[src/rtl/pipeline_sink.sv]
// Terminating sink for the stall-controlled pipeline: show-ahead FIFO plus stall back-pressure.
// Optional macro PIPE_SINK_OVF_CHECK_EN compiles in the sticky overflow flag and its assertion.
module pipeline_sink #(
  parameter int unsigned DATA_WIDTH = 8,
  parameter int unsigned DEPTH      = 4
) (
  input  logic                  clk,
  input  logic                  rst,
  input  logic [DATA_WIDTH-1:0] in_data,
  input  logic                  in_valid,
  input  logic                  in_done,
  input  logic                  in_co_filter,
  input  logic                  in_stall_d,
  output logic                  stall,
  output logic [DATA_WIDTH-1:0] out_data,
  output logic                  out_done,
  output logic                  out_co_filter,
  output logic                  out_valid,
  input  logic                  out_ready,
  output logic                  drained,
  output logic                  overflow
);

  localparam int unsigned PW = (DEPTH > 1) ? $clog2(DEPTH) : 1;
  localparam int unsigned CW = $clog2(DEPTH + 1);

  localparam logic [PW-1:0] LastPtr  = PW'(DEPTH - 1);
  localparam logic [CW-1:0] FullCnt  = CW'(DEPTH);
  localparam logic [CW-1:0] StallCnt = CW'(DEPTH - 1);
  localparam logic [CW-1:0] OneCnt   = CW'(1);

  logic [DATA_WIDTH-1:0] data_mem [DEPTH];
  logic                  done_mem [DEPTH];
  logic                  cof_mem  [DEPTH];

  logic [PW-1:0] wr_ptr_q, wr_ptr_d;
  logic [PW-1:0] rd_ptr_q, rd_ptr_d;
  logic [CW-1:0] count_q, count_d;
  logic          drained_q, drained_d;

  logic push_new;
  logic pop;
  logic full;
  logic push_ok;

  // A stalled stage re-presents its old word; only an unstalled valid word is new.
  assign push_new = in_valid && !in_stall_d;
  assign full     = (count_q == FullCnt);
  assign pop      = out_valid && out_ready;
  assign push_ok  = push_new && (!full || pop);

  assign stall     = (count_q >= StallCnt);
  assign out_valid = (count_q != '0);

  always_comb begin
    out_data      = '0;
    out_done      = 1'b0;
    out_co_filter = 1'b0;
    if (out_valid) begin
      out_data      = data_mem[rd_ptr_q];
      out_done      = done_mem[rd_ptr_q];
      out_co_filter = cof_mem[rd_ptr_q];
    end
  end

  always_comb begin
    wr_ptr_d = wr_ptr_q;
    rd_ptr_d = rd_ptr_q;
    count_d  = count_q;
    if (push_ok) begin
      wr_ptr_d = (wr_ptr_q == LastPtr) ? '0 : wr_ptr_q + 1'b1;
    end
    if (pop) begin
      rd_ptr_d = (rd_ptr_q == LastPtr) ? '0 : rd_ptr_q + 1'b1;
    end
    if (push_ok && !pop) begin
      count_d = count_q + 1'b1;
    end else if (pop && !push_ok) begin
      count_d = count_q - 1'b1;
    end
  end

  always_comb begin
    drained_d = drained_q;
    if (push_ok) begin
      drained_d = 1'b0;
    end else if (pop && done_mem[rd_ptr_q] && (count_q == OneCnt)) begin
      drained_d = 1'b1;
    end
  end

  assign drained = drained_q;

  always_ff @(posedge clk or negedge rst) begin
    if (!rst) begin
      wr_ptr_q  <= '0;
      rd_ptr_q  <= '0;
      count_q   <= '0;
      drained_q <= 1'b0;
    end else begin
      wr_ptr_q  <= wr_ptr_d;
      rd_ptr_q  <= rd_ptr_d;
      count_q   <= count_d;
      drained_q <= drained_d;
    end
  end

  // Storage needs no reset; the count gates what is visible.
  always_ff @(posedge clk) begin
    if (push_ok) begin
      data_mem[wr_ptr_q] <= in_data;
      done_mem[wr_ptr_q] <= in_done;
      cof_mem[wr_ptr_q]  <= in_co_filter;
    end
  end

`ifdef PIPE_SINK_OVF_CHECK_EN
  logic overflow_q;
  logic drop;

  assign drop = push_new && full && !pop;

  always_ff @(posedge clk or negedge rst) begin
    if (!rst) begin
      overflow_q <= 1'b0;
    end else if (drop) begin
      overflow_q <= 1'b1;
    end
  end

  assign overflow = overflow_q;

`ifndef SYNTHESIS
  ovf_check: assert property (@(posedge clk) disable iff (!rst) !drop);
`endif
`else
  assign overflow = 1'b0;
`endif

endmodule

[config.mk]
export PLATFORM = sky130hd
export DESIGN_NAME = pipeline_sink
export DESIGN_NICKNAME = d
export VERILOG_FILES = /design/src/rtl/pipeline_sink.sv
export SDC_FILE = /design/constraint.sdc
export NUM_CORES = 1
export LEC_CHECK = 0
export CORE_MARGIN = 1.5
export CORE_UTILIZATION = 48
export DETAILED_ROUTE_END_ITERATION = 10
export PLACE_DENSITY = 0.71
export SETUP_SLACK_MARGIN = 0.05
export SLEW_MARGIN = 20
export SYNTH_ARGS = -nofsm -noshare
export SYNTH_HDL_FRONTEND = slang
export SYNTH_SLANG_ARGS = --single-unit
[constraint.sdc]
create_clock -name clk -period 1.66 [get_ports clk]
set_input_delay 0.415 -clock clk [delete_from_list [all_inputs] [get_ports clk]]
set_output_delay 0.415 -clock clk [all_outputs]
set_load 0.01 [all_outputs]
==> impl_metrics.py <==
metrics = {
    "logic_synthesis": {
        "synth_area_um2": 2112,
        "yosys.area.top_type": "edfxtp_1",
        "yosysMostFrequentCell": "edfxtp_1",
        "yosys-top-cells-count": "edfxtp_1 (40), ha_1 (11), and2_1 (10), mux4_2 (10)",
        "ys_top_cells_by_area": "edfxtp_1 (57%), mux4_2 (11%), dfrtp_1 (9.5%)",
        "synthCells": 120,
        "ys_ff_latch": 48,
        "synth_edf_count": 40,
        "ys_seq_area_frac": 0.6635,
        "synth_warnings": 0,
        "netlist.area_leader.share": 0.5687,
        "ys.flop_type": "edfxtp_1",
        "synthesis.nets": 146,
        "async_reset_ff_frac": 0.1667,
        "postSynthAreaPerCell_um2": 17.60,
        "synth_cell_types": 24,
    },
    "critical_path": {
        "worst-path-buf-inv": 3,
        "timing.critical_path.mode_cell": "buf_6",
        "timing.rr.start": "count_q[0]",
        "critPathArrivalTime_ns": 1.70,
        "slowest_stage": "mux4_2",
        "crit_path_cell_trace": "buf_6, buf_12, mux4_2, and2_4, buf_6",
        "ff2ff_path_depth": 10,
        "cp.depth": 5,
        "r2r_slack_ns": -0.17,
        "startpoint": "rd_ptr_q[0]",
        "timing.rr.end": "count_q[2]",
        "required_ns": 1.24,
        "cpPeakStageDelay_ns": 0.49,
        "cp-start-kind": "flop",
        "endpoint_kind": "output port",
        "critPathMaxFanout": 4,
        "cp_top_family": "multiplexers",
        "path_class": "reg -> out",
    },
    "outcome": {
        "status": "finished, violations left",
        "violations": "negative setup slack",
    },
    "placement": {
        "place.gp.congestion": 0.6897,
        "dpl_cell_area_um2": 2676,
        "dpl_worst_slack_ns": -0.4464,
        "dp_cells": 213,
        "hpwlAfterDp_um": 2651,
        "numPortBuffers": 27,
    },
    "pwr": {
        "vdd.ir_drop.worst_v": 0.0006757,
        "p_per_area_nw_per_um2": 1725,
        "power_mw": 5.488,
        "p_leak_nw": 1.272,
    },
    "detailed_routing": {
        "viasPerCell": 5.307,
        "drt_drc_violations_left": 0,
        "num_vias": 1279,
        "post_drt_wl_per_cell_um": 18.93,
        "drtIter0Drc": 96,
        "ant_nets": 0,
        "wirelength_um": 4561,
        "dr.pass1.iters": 4,
    },
    "die": {
        "pin_count": 29,
        "num_rows": 23,
        "initial_core_util": 0.5132,
        "die_x_um": 69.33,
        "core_um2": 4115,
        "dieArea_um2": 4807,
        "die_h_um": 69.33,
    },
    "timing": {
        "min_period_ns": 2.119,
        "setup-violations-final": 57,
        "drv_slew": 0,
        "setup_tns_ns": -8.877,
        "hold_viol": 0,
        "fmax_ghz": 0.4719,
        "rsz0062_at_grt": "true",
        "finClkSkew_ns": 0.009126,
        "period_share": 1.276,
        "hold_ws_ns": 0.4051,
        "worst_slack_ns": -0.4589,
    },
    "finish": {
        "area_growth_pct": 50.65,
        "finish.instance_area_um2": 3182,
        "n_antenna_cell": 0,
        "finalCoreUtilization": 0.7732,
        "fin_cells": 241,
        "drive_gt1_frac": 0.5602,
        "fillCellCount": 223,
        "num-nets-final": 216,
    },
    "flow_run": {
        "max-cap-violations": 0,
    },
    "clock_tree": {
        "cts_tree": "built",
        "clk_path_buf_depth": 2,
        "cts_made_buffers": 5,
        "clk_latency_ns": 0.30,
        "clk_pin_slew_ns": 0.09,
        "root_buffer": "clkbuf_8",
        "cts_max_level": 2,
        "clock_sinks": 48,
    },
    "global_route": {
        "grt_max_degree": 16,
        "grt_pass1_vias": 1405,
        "grt_pass1_wl_um": 7258,
        "grt_usage": 0.2054,
        "antenna_found_initial": 0,
        "grt-ovfl-total": 0,
    },
    "min_path": {
        "hold_path.class": "in -> async",
    },
}
[logic make-up (layout without fill, tap and decap cells)]
kind of cell | Yosys count | after routing | share of synthesized area
and+or+nand+nor | 24 | 24 | 0.07050
adders and majority gates | 11 | 11 | 0.06516
xor gates and xnor gates | 2 | 2 | 0.008295
buffers and inverters | 13 | 84 | 0.03258
DFF | 48 | 48 | 0.6635
other | 1 | 1 | 0.001776
muxes | 14 | 14 | 0.1315
AOI/OAI and AO/OA | 7 | 7 | 0.02666
[worst register-to-register path: stages (launching register included)]
cell      delay [ns]
dfrtp_1         0.38
inv_2           0.07
ha_4            0.17
buf_6           0.12
a311oi_4        0.20
buf_6           0.15
buf_6           0.09
ha_4            0.20
nor3b_2         0.21
a21oi_1         0.08
o21ai_1         0.08
[area by class of cell]
type	count	area (µm²)	share of cell area
inverter	8	30.03	0.009438
multi-input combinational	59	793.3	0.2493
tap	50	62.56	0.01966
timing repair buffer	68	783.3	0.2462
sequential	48	1401	0.4404
clock inverter	3	42.54	0.01337
clock buffer	5	68.82	0.02163
[worst max path at each step]
stage / endpoint / slack (ns)
2_1_floorplan: count_q[2] / -0.08
3_3_place_gp: out_done / -0.41
3_5_place_dp: count_q[2] / -0.45
4_1_cts: out_done / -0.48
5_1_grt: out_data[0] / -0.50
6_report: out_data[0] / -0.46
[sequential cells by signal, summed over array words and instances, names as in the netlist]
name and count:
data_mem 32, cof_mem 4, done_mem 4, count_q 3, rd_ptr_q 2, wr_ptr_q 2
drained 1
[routing by layer]
layer  share of wire  up-vias  global-route usage  wire [µm]
met4           0.017        0             0.08061         76
met2            0.53       31              0.3536       2436
met3           0.029        9             0.04506        133
li1                -      588                   -          -
met1            0.42      651              0.2525       1915
met5               0        -                   0          0
[power breakdown]
part / total, mW / internal, mW / switching (mW)
Clock: 0.818 / 0.446 / 0.372
Combinational: 3.05 / 1.90 / 1.15
Sequential: 1.62 / 1.51 / 0.111
[cells in the final DEF, fill, tap and decap left out]
master,synthesis,final
buf_8,0,1
nor2_1,4,3
and4bb_2,1,1
dlymetal6s2s_1,0,1
buf_12,0,5
buf_6,2,27
clkinv_1,0,1
mux2_4,2,2
mux2_2,2,2
a311oi_4,1,1
a21oi_1,3,2
dfrtp_1,8,8
clkinv_4,0,1
inv_2,0,2
nor3b_2,0,2
ha_4,0,5
buf_4,1,16
inv_1,8,6
mux4_2,10,10
a21oi_2,0,1
nor2_4,0,1
xnor2_2,0,1
bufinv_16,0,1
edfxtp_1,40,40
bufbuf_16,0,1
o21ai_2,0,2
nand2_4,0,2
clkbuf_8,0,5
dlygate4sd2_1,0,1
clkdlybuf4s50_1,0,13
ha_1,11,6
buf_16,0,2
o21ai_1,0,1
conb_1,1,1
buf_2,1,1
and2_4,0,14
nand2b_4,0,1
xor2_1,1,1
[timing repair]
item / 4_1_cts / 5_1_grt
gates resized for setup: 96 / 17
pin swaps: 21 / 8
hold buffers: 0 / 0
endpoints found under the setup margin: 58 / 60
buffers inserted: 18 / 7
cloned: 5 / 0
Note: power is estimated with default switching activity, not from simulation.
